$ cat src/rtl/sd_frame_capture_pkg.sv
// Shared definitions for the sync-detector / frame-capture pair:
// FSM state encodings and default widths.
package sd_frame_capture_pkg;

    typedef enum logic [1:0] {
        SD_HUNT    = 2'd0,
        SD_CAPTURE = 2'd1,
        SD_PARITY  = 2'd2
    } sd_state_t;

    localparam int SD_PAYLOAD_W_DEF = 8;
    localparam int SD_PARITY_EN_DEF = 1;
    localparam int SD_CNT_W_DEF     = 8;

endpackage

$ cat src/rtl/sd_sat_counter.sv
// Saturating up-counter with synchronous clear; clear beats increment.
// Single-cycle update, no backpressure.
module sd_sat_counter #(
    parameter int CNT_W = 8
) (
    input  logic             clk,
    input  logic             rst,
    input  logic             inc,
    input  logic             clr,
    output logic [CNT_W-1:0] cnt
);

    always_ff @(posedge clk) begin
        if (!rst) begin
            cnt <= '0;
        end else if (clr) begin
            cnt <= '0;
        end else if (inc && (cnt != {CNT_W{1'b1}})) begin
            cnt <= cnt + CNT_W'(1);
        end
    end

endmodule

$ cat src/rtl/sd_frame_capture.sv
// Captures PAYLOAD_W bits (plus optional even parity) after each sync match;
// valid/perr pulse the cycle after the finish edge, no backpressure.
module sd_frame_capture
    import sd_frame_capture_pkg::*;
#(
    parameter int PAYLOAD_W = SD_PAYLOAD_W_DEF,
    parameter int PARITY_EN = SD_PARITY_EN_DEF,
    parameter int CNT_W     = SD_CNT_W_DEF
) (
    input  logic                 clk,
    input  logic                 rst,
    input  logic                 x,
    input  logic                 det,
    input  logic                 clr_cnt,
    output logic [PAYLOAD_W-1:0] data,
    output logic                 valid,
    output logic                 perr,
    output logic                 busy,
    output logic [CNT_W-1:0]     frame_cnt
);

    localparam int IDX_W = (PAYLOAD_W > 1) ? $clog2(PAYLOAD_W) : 1;
    localparam logic [IDX_W-1:0] LAST_IDX = IDX_W'(PAYLOAD_W - 1);

    sd_state_t state, state_nxt;

    logic [IDX_W-1:0]     idx;
    logic [PAYLOAD_W-1:0] shreg;
    logic [PAYLOAD_W-1:0] shreg_nxt;
    logic [PAYLOAD_W-1:0] word;
    logic                 par_acc;
    logic                 start;
    logic                 shift;
    logic                 fin_good;
    logic                 fin_bad;

    assign shreg_nxt = {shreg[PAYLOAD_W-2:0], x};
    assign busy      = (state != SD_HUNT);

    always_ff @(posedge clk) begin
        if (!rst) begin
            state <= SD_HUNT;
        end else begin
            state <= state_nxt;
        end
    end

    // det is only looked at in HUNT, so a "0001" inside the payload cannot resync.
    always_comb begin
        state_nxt = state;
        start     = 1'b0;
        shift     = 1'b0;
        fin_good  = 1'b0;
        fin_bad   = 1'b0;
        word      = shreg_nxt;
        case (state)
            SD_HUNT: begin
                if (det) begin
                    state_nxt = SD_CAPTURE;
                    start     = 1'b1;
                end
            end
            SD_CAPTURE: begin
                shift = 1'b1;
                if (idx == LAST_IDX) begin
                    if (PARITY_EN != 0) begin
                        state_nxt = SD_PARITY;
                    end else begin
                        state_nxt = SD_HUNT;
                        fin_good  = 1'b1;
                    end
                end
            end
            SD_PARITY: begin
                state_nxt = SD_HUNT;
                word      = shreg;
                if (par_acc ^ x) begin
                    fin_bad = 1'b1;
                end else begin
                    fin_good = 1'b1;
                end
            end
            default: begin
                state_nxt = SD_HUNT;
            end
        endcase
    end

    always_ff @(posedge clk) begin
        if (!rst) begin
            idx     <= '0;
            shreg   <= '0;
            par_acc <= 1'b0;
            data    <= '0;
            valid   <= 1'b0;
            perr    <= 1'b0;
        end else begin
            valid <= fin_good;
            perr  <= fin_bad;
            if (start) begin
                idx     <= '0;
                par_acc <= 1'b0;
            end
            if (shift) begin
                shreg   <= shreg_nxt;
                par_acc <= par_acc ^ x;
                idx     <= idx + IDX_W'(1);
            end
            // Whole-word load only on a good finish; data never shows a partial frame.
            if (fin_good) begin
                data <= word;
            end
        end
    end

    sd_sat_counter #(
        .CNT_W(CNT_W)
    ) u_frame_cnt (
        .clk(clk),
        .rst(rst),
        .inc(fin_good),
        .clr(clr_cnt),
        .cnt(frame_cnt)
    );

endmodule

$ cat config.mk
export PLATFORM = sky130hd
export DESIGN_NAME = sd_frame_capture
export DESIGN_NICKNAME = d
export VERILOG_FILES = /design/src/rtl/sd_frame_capture_pkg.sv /design/src/rtl/sd_sat_counter.sv /design/src/rtl/sd_frame_capture.sv
export SDC_FILE = /design/constraint.sdc
export NUM_CORES = 1
export LEC_CHECK = 0
export CAP_MARGIN = 20
export CORE_MARGIN = 2
export CORE_UTILIZATION = 39
export DETAILED_ROUTE_END_ITERATION = 7
export PLACE_DENSITY = 0.59
export SLEW_MARGIN = 10
export SYNTH_ARGS = -nofsm -noshare
export SYNTH_HDL_FRONTEND = slang
export SYNTH_SLANG_ARGS = --single-unit
export TNS_END_PERCENT = 1
$ cat constraint.sdc
create_clock -name clk -period 1.9 [get_ports clk]
set_input_delay 0.285 -clock clk [delete_from_list [all_inputs] [get_ports clk]]
set_output_delay 0.285 -clock clk [all_outputs]
set_load 0.1 [all_outputs]
* Word level (Yosys, flattened, before mapping)
Cells that the tools add are included.
Storage, ports and cells: word-level logic and storage cells 39, bits in registers 32, output and inout port bits 19, input bits 5
Operators by class: reduce and logical (&&, ||, !) cells 7, add/sub/neg operators 2, eq/ne operators 6, bitwise operators 2, mux-type cells 14
Operator list (count):
- $add 8x1->8 const B | 1
- $mux 1 | 8
- $mux 8 | 1
- $ne 8x8->1 const B | 1
- $mux 3 | 2
- $mux 2 | 2
- $ne 2x2->1 const B | 2
- $pmux 2 s2 | 1
- $reduce_and 2->1 | 2
- $reduce_bool 2->1 | 2
- $add 3x1->3 const B | 1
- $eq 3x3->1 const B | 1
- $eq 2x1->1 const B | 1
- $eq 2x2->1 const B | 1
- $logic_not 2->1 | 1
- $reduce_or 2->1 | 1
- $logic_and 1x1->1 | 1
- $not 1->1 | 1
- $xor 1x1->1 | 1

* Depth between registers and ports, before layout
Gate-level depths: netlist of run 1.
word-level depth 4, gate-level depth with buffers 5, mapped depth without buffers 5

* By module
Synthesis of run 1 repeated with hierarchy kept, for this count alone.
Second synthesis, totals: cell total of the unflattened synthesis 149, area, all modules 1376.3 µm²
By module, submodules not included:
- sd_frame_capture | sequential area each 480.5 µm², cells each 103, area an instance 954.7 µm², times used 1
- sd_sat_counter | sequential area each 160.2 µm², cells each 46, area an instance 421.7 µm², times used 1

* Worst setup path after synthesis of run 1
No wires, ideal clock.
path kind reg-to-reg, start reg u_frame_cnt.cnt[0], end reg u_frame_cnt.cnt[4], arrival time 2.088 ns, buffers on the path 0, cell stages (with the launch flop) 6, path slack -0.309 ns, clock period less this slack 2.209 ns, setup time 0.121 ns, data required time 1.779 ns, cells stage by stage dfxtp_1 > ha_1 > nand3_2 > o211ai_4 > nor2_1 > mux2_2
On the way: longest elaborated chain between the ends 2, elaborated cells on any way between the ends 3, those cells by class add/sub (1); eq/ne (1); reduce/logical (1)
Ends and longest elaborated chain:
- from (decl) | RTL line sd_sat_counter.sv:10 | output logic [CNT_W-1:0] cnt
- from (signal assigned) | RTL line sd_sat_counter.sv:19 | cnt <= cnt + CNT_W'(1);
- parallel branches: the longest is 2 deep, another holds $add 8x1->8
Parallel ways; which one is timed is not known. A chain may end at the register's enable or synchronous reset.

* Worst setup path in the final report of run 1
start reg u_frame_cnt.cnt[0], end reg u_frame_cnt.cnt[1]
The elaborated chain is that of the path after synthesis.

==> results.cfg, run 1 <==
[sta]
worst_slew_pin_slew_ns = 0.379
fin_crit_ns = 1.50
hold_viol = 0
post-route-period-util = 0.792
rsz0062_at_grt = no
setup_tns_ns = 0
setup_violations = 0
max_slew_margin = 0.747
max_freq_mhz = 664
maxSlewViolCount = 0
fin_worst_skew_ns = 0.0114

[synth]
postSynthCellCount = 152
ys_seq_area_frac = 0.476
syn-cell-area_um2 = 1350
synth_edf_count = 0
syn-num-nets = 160
avgSynthCellArea_um2 = 8.85
ys_ff_latch = 32
async_reset_ff_frac = 0
synth.distinct_cells = 34
yosysWarnings = 0
synth-main-ff-cell = dfxtp_1

[floorplanning]
core_um2 = 3340
fp.dieW_um = 62.7
std_cell_rows = 21
die_y_um = 62.7
die_area_um2 = 3930
start_util = 0.403
io_pins = 24

[finish]
area_growth_syn_to_layout_pct = 24.7
layout_common_cells = nand2_1 (38), dfxtp_1 (24), buf_4 (22), a21boi_0 (17), nor2_1 (9)
drive_gt1_frac = 0.253
nets = 189
finalCoreUtilization = 0.503
n_antenna_cell = 0
mostFrequentLayoutCell = nand2_1

[worst_setup_path]
crit_path_end_kind = flop
path_cells = ha_1 > nand3_2 > o211ai_4 > buf_4 > mux2i_1 > nor2_1
worstPathMaxFanout = 6
critical_path_arrival_ns = 1.72
start_kind = flop
crit_required_ns = 2.11
cpPeakStageDelay_ns = 0.38
criticalPathCategory = reg2reg
crit_path_top_delay_cell = dfxtp_2

[grt]
antenna_found_initial = 0
grt_pass1_vias = 1028
grt_use_total = 0.152
grt_pass1_wl_mm = 4.59
gr-total-overflow = 0
grt_max_degree = 25

[status]
outcome = finished clean

[clock_tree]
post-cts-setup-buffers = 0
cts_hold_buf = 0
cts-htree-levels = 2
cts_tree = yes
cts_root_buffer = clkbuf_4
clock_latency_ns = 0.33
cts_buffers = 5
clkSlewWorstSetupHoldPaths_ns = 0.09
clockBufferDepth = 2
cts.sinks = 32
cts_resized = 0

[route]
drc_errors = 0
num_vias = 1109
ant_nets = 0
drt_first_pass_iters = 4
avgViaCountPerCell = 4.86
routedWlPerCell_um = 11.4
routed_wl_mm = 2.61
drt_iter0_drc = 57

[place]
numPortBuffers = 23
dp_hpwl_mm = 1.92
gp_congestion = 0.793

[worst_hold_path]
worst_hold_path_type = reg2reg

[flow_run]
drv_cap = 0

[power]
irDropWorstVdd_v = 0.000390
powerDensity_nw_per_um2 = 693
power.leakage_uw = 0.000631
layout make-up:
type	instances	area, um^2
multi-input cells	113	678
fillers	335	1660
inverters	2	7.51
repair buffers	27	225
clock buffers	8	58.8
well taps	46	57.6
flip-flops and latches	32	651
cell families after synthesis:
| logic type | share of synthesized area |
|---|---|
| DFF | 0.476 |
| adders and majority gates | 0.0279 |
| and+or+nand+nor | 0.258 |
| muxes | 0.0307 |
| AOI/OAI and AO/OA | 0.163 |
| xor gates and xnor gates | 0.0251 |
| buffers and inverters | 0.0195 |
registers in the layout, summed over array words and instances (netlist names):
name	cells
shreg	8
idx	3
perr	1
u_frame_cnt.cnt	8
data	8
par_acc	1
valid	1
state	2
cell usage after synthesis (2+ instances only):
cell type	n	share of area
nand3_1	2	0.0074
a22oi_1	2	0.011
nor4_1	3	0.014
inv_1	2	0.0056
xor2_1	2	0.013
nor2b_1	3	0.014
nand2_1	38	0.11
a21boi_0	17	0.095
or3_1	2	0.0093
ha_1	3	0.028
nor2_1	9	0.025
mux2i_1	3	0.022
nand4_1	2	0.0093
and3_1	2	0.0093
a21oi_1	3	0.011
o21ai_0	5	0.019
dfxtp_1	32	0.48
nand2b_1	3	0.014
clkbuf_1	4	0.011
per-layer routing:
layer | routed length, um | track usage | vias up
li1 | - | - | 573
met1 | 1200 | 0.172 | 506
met2 | 1200 | 0.249 | 24
met3 | 149 | 0.0649 | 6
met4 | 49 | 0.0667 | 0
met5 | 0 | 0 | -
critical path: cells and delay by family, from the launching register on:
family | cells | cell delay [ns]
adders and majority gates | 1 | 0.20
buffers and inverters | 1 | 0.16
and+or+nand+nor | 2 | 0.23
muxes | 1 | 0.18
DFF | 1 | 0.38
AOI/OAI and AO/OA | 1 | 0.24
metrics by stage:
step / setup slack, ns / instances / cell area (um^2) / total power [uW] / hold slack, ns
finish: 0.395 / 228 / 1680 / 1160 / 0.471
global route: 0.286 / 228 / 1680 / 1220 / 0.490
CTS: 0.378 / 228 / 1680 / 1180 / 0.474
detailed placement: 0.0476 / 220 / 1620 / 780 / 0.461
global placement: 0.0708 / 220 / 1620 / 778 / 0.451
floorplan: 0.0818 / 152 / 1360 / 750 / 0.430
final timing paths:
check | slack (ns) | startpoint | cells past startpoint | to
max | 0.40 | u_frame_cnt.cnt[0] | 6 | u_frame_cnt.cnt[1]
min | 0.47 | data[7] | 2 | data[7]
max reg2reg | 0.40 | u_frame_cnt.cnt[0] | 6 | u_frame_cnt.cnt[1]
min reg2reg | 0.47 | data[7] | 2 | data[7]
power by group:
group	total, uW	switching [uW]	leakage [uW]	internal (uW)
logic	78.9	45.0	0.000335	33.9
clock network	400	218	0.0000326	182
registers	684	7.28	0.000263	677
total	1160	270	0.000631	893
(Power assumes the default switching activity.)
==> run 2: changes to the inputs <==
Clock period 1.9 ns to 1.4 ns, I/O delays scaled along.
==> run 2 against run 1 <==
  * Final cell count up 2.6%
  * Sequential share of layout area down 5.5 points
  * Critical path depth fell by 3
  * Register-to-register slack lost 0.36 ns
  * Core utilization up 10 points
  * Sequential power is 33% higher
  * Critical path type is now reg2out
==> results.cfg, run 2 (same netlist as run 1, synthesis figures left out) <==
[worst_hold_path]
whs_path_depth = 4
min_from = x
whs_endpoint = shreg[0]
worst_hold_path_type = in2reg

[power]
powerDensity_nw_per_um2 = 760
p_clk_frac = 0.322
seq_power_share = 0.593
p_sw_frac = 0.246
irDropWorstVdd_v = 0.000632
power.leakage_uw = 0.000720
pwr-share-comb = 0.085
total_power_uw = 1540
p_int_uw = 1160
power.switching_uw = 378

[finish]
reg_top3 = data: 8 flops, shreg: 8 flops, u_frame_cnt.cnt: 8 flops
drive_gt1_frac = 0.324
mostFrequentLayoutCell = nand2_1
final.fill_count = 308
nets = 195
layout_common_cells = nand2_1 (38), dfxtp_1 (21), buf_12 (19), a21boi_0 (16), nor2_1 (9)
area_growth_syn_to_layout_pct = 50.5
finalCoreUtilization = 0.607
n_antenna_cell = 0

[floorplanning]
die_y_um = 62.7
fp.dieW_um = 62.7
io_pins = 24
start_util = 0.403
die_area_um2 = 3930
std_cell_rows = 21
core_um2 = 3340

[grt]
grt_pass1_vias = 1156
grt_use_total = 0.162
grt_max_degree = 24
antenna_found_initial = 0
grt_pass1_wl_mm = 5.01
gr-total-overflow = 0

[place]
gp_congestion = 0.854
numPortBuffers = 23
dp_hpwl_mm = 2.10

[route]
avgViaCountPerCell = 4.91
drc_errors = 0
ant_nets = 0
drt_first_pass_iters = 4
routedWlPerCell_um = 12.0
num_vias = 1150
drt_iter0_drc = 57
routed_wl_mm = 2.81

[worst_setup_path]
r2r-end = u_frame_cnt.cnt[4]
start_kind = flop
critical_path_arrival_ns = 1.16
worstReg2RegStart = state[0]
r2r.worst_path.cells = 5
criticalPathCategory = reg2out
worstPathMaxFanout = 2
crit_required_ns = 1.19
crit_path_end_kind = output pin
rrSetupSlack_ns = 0.04

[sta]
maxSlewViolCount = 0
post-route-period-util = 0.976
max_slew_margin = 0.736
fin_crit_ns = 1.37
fin_worst_skew_ns = 0.0104
rsz0062_at_grt = yes
worst_slew_pin_slew_ns = 0.395
hold_viol = 0
setup_violations = 0
max_freq_mhz = 732
whs_ns = 0.400

[status]
outcome = finished clean

[clock_tree]
cts.sinks = 32
clockBufferDepth = 2
cts_hold_buf = 0
cts_root_buffer = clkbuf_4
cts_tree = yes
cts_buffers = 5
clock_latency_ns = 0.33
clkSlewWorstSetupHoldPaths_ns = 0.09
cts-htree-levels = 2

[flow_run]
drv_cap = 0
[run 2: area by class of cell]
cell class / instances / area, um^2 / area share
multi-input cells: 113 / 729 / 0.360
flip-flops and latches: 32 / 674 / 0.333
repair buffers: 33 / 505 / 0.250
well taps: 46 / 57.6 / 0.0284
clock buffers: 7 / 45.0 / 0.0222
inverters: 2 / 7.51 / 0.00371
clock inverters: 1 / 5.00 / 0.00247
[run 2: power groups by stage]
stage	logic (uW)	registers [uW]	clock network, uW
floorplan	70.6	932	0
global placement	116	932	0
detailed placement	118	932	0
CTS	127	912	518
global route	141	915	561
finish	130	912	496
[run 2: worst max path at each step]
stage / startpoint / end
6_report: state[0] / busy
5_1_grt: state[0] / u_frame_cnt.cnt[4]
4_1_cts: state[0] / busy
3_5_place_dp: x / u_frame_cnt.cnt[6]
3_3_place_gp: x / u_frame_cnt.cnt[5]
2_1_floorplan: u_frame_cnt.cnt[1] / u_frame_cnt.cnt[4]
[run 2: repair_timing]
item,4_1_cts,5_1_grt
pin swaps,1,4
gates resized for setup,5,9
setup buffers,3,0
endpoints found under the setup margin,1,23
[run 2: critical path: stages (launching register included)]
cell and delay (ns):
dfxtp_2 0.33, buf_6 0.11, or2_4 0.23, buf_12 0.16
[run 2: layer usage]
layer  part of all wire  routed length, um  GRT usage
met1               0.44               1250      0.189
met4              0.011                 32     0.0639
met2               0.50               1410      0.266
met3              0.044                123     0.0631
met5                  0                  0          0
[run 2: metrics by stage]
stage | setup WS (ns) | cell area (um^2) | cells | TNS (ns)
2_1_floorplan | -0.120 | 1400 | 152 | -0.169
3_3_place_gp | -0.290 | 1910 | 224 | -3.72
3_5_place_dp | -0.312 | 1910 | 224 | -4.15
4_1_cts | -0.000386 | 1990 | 234 | -0.000386
5_1_grt | -0.0468 | 2020 | 234 | -0.158
6_report | 0.0343 | 2020 | 234 | 0
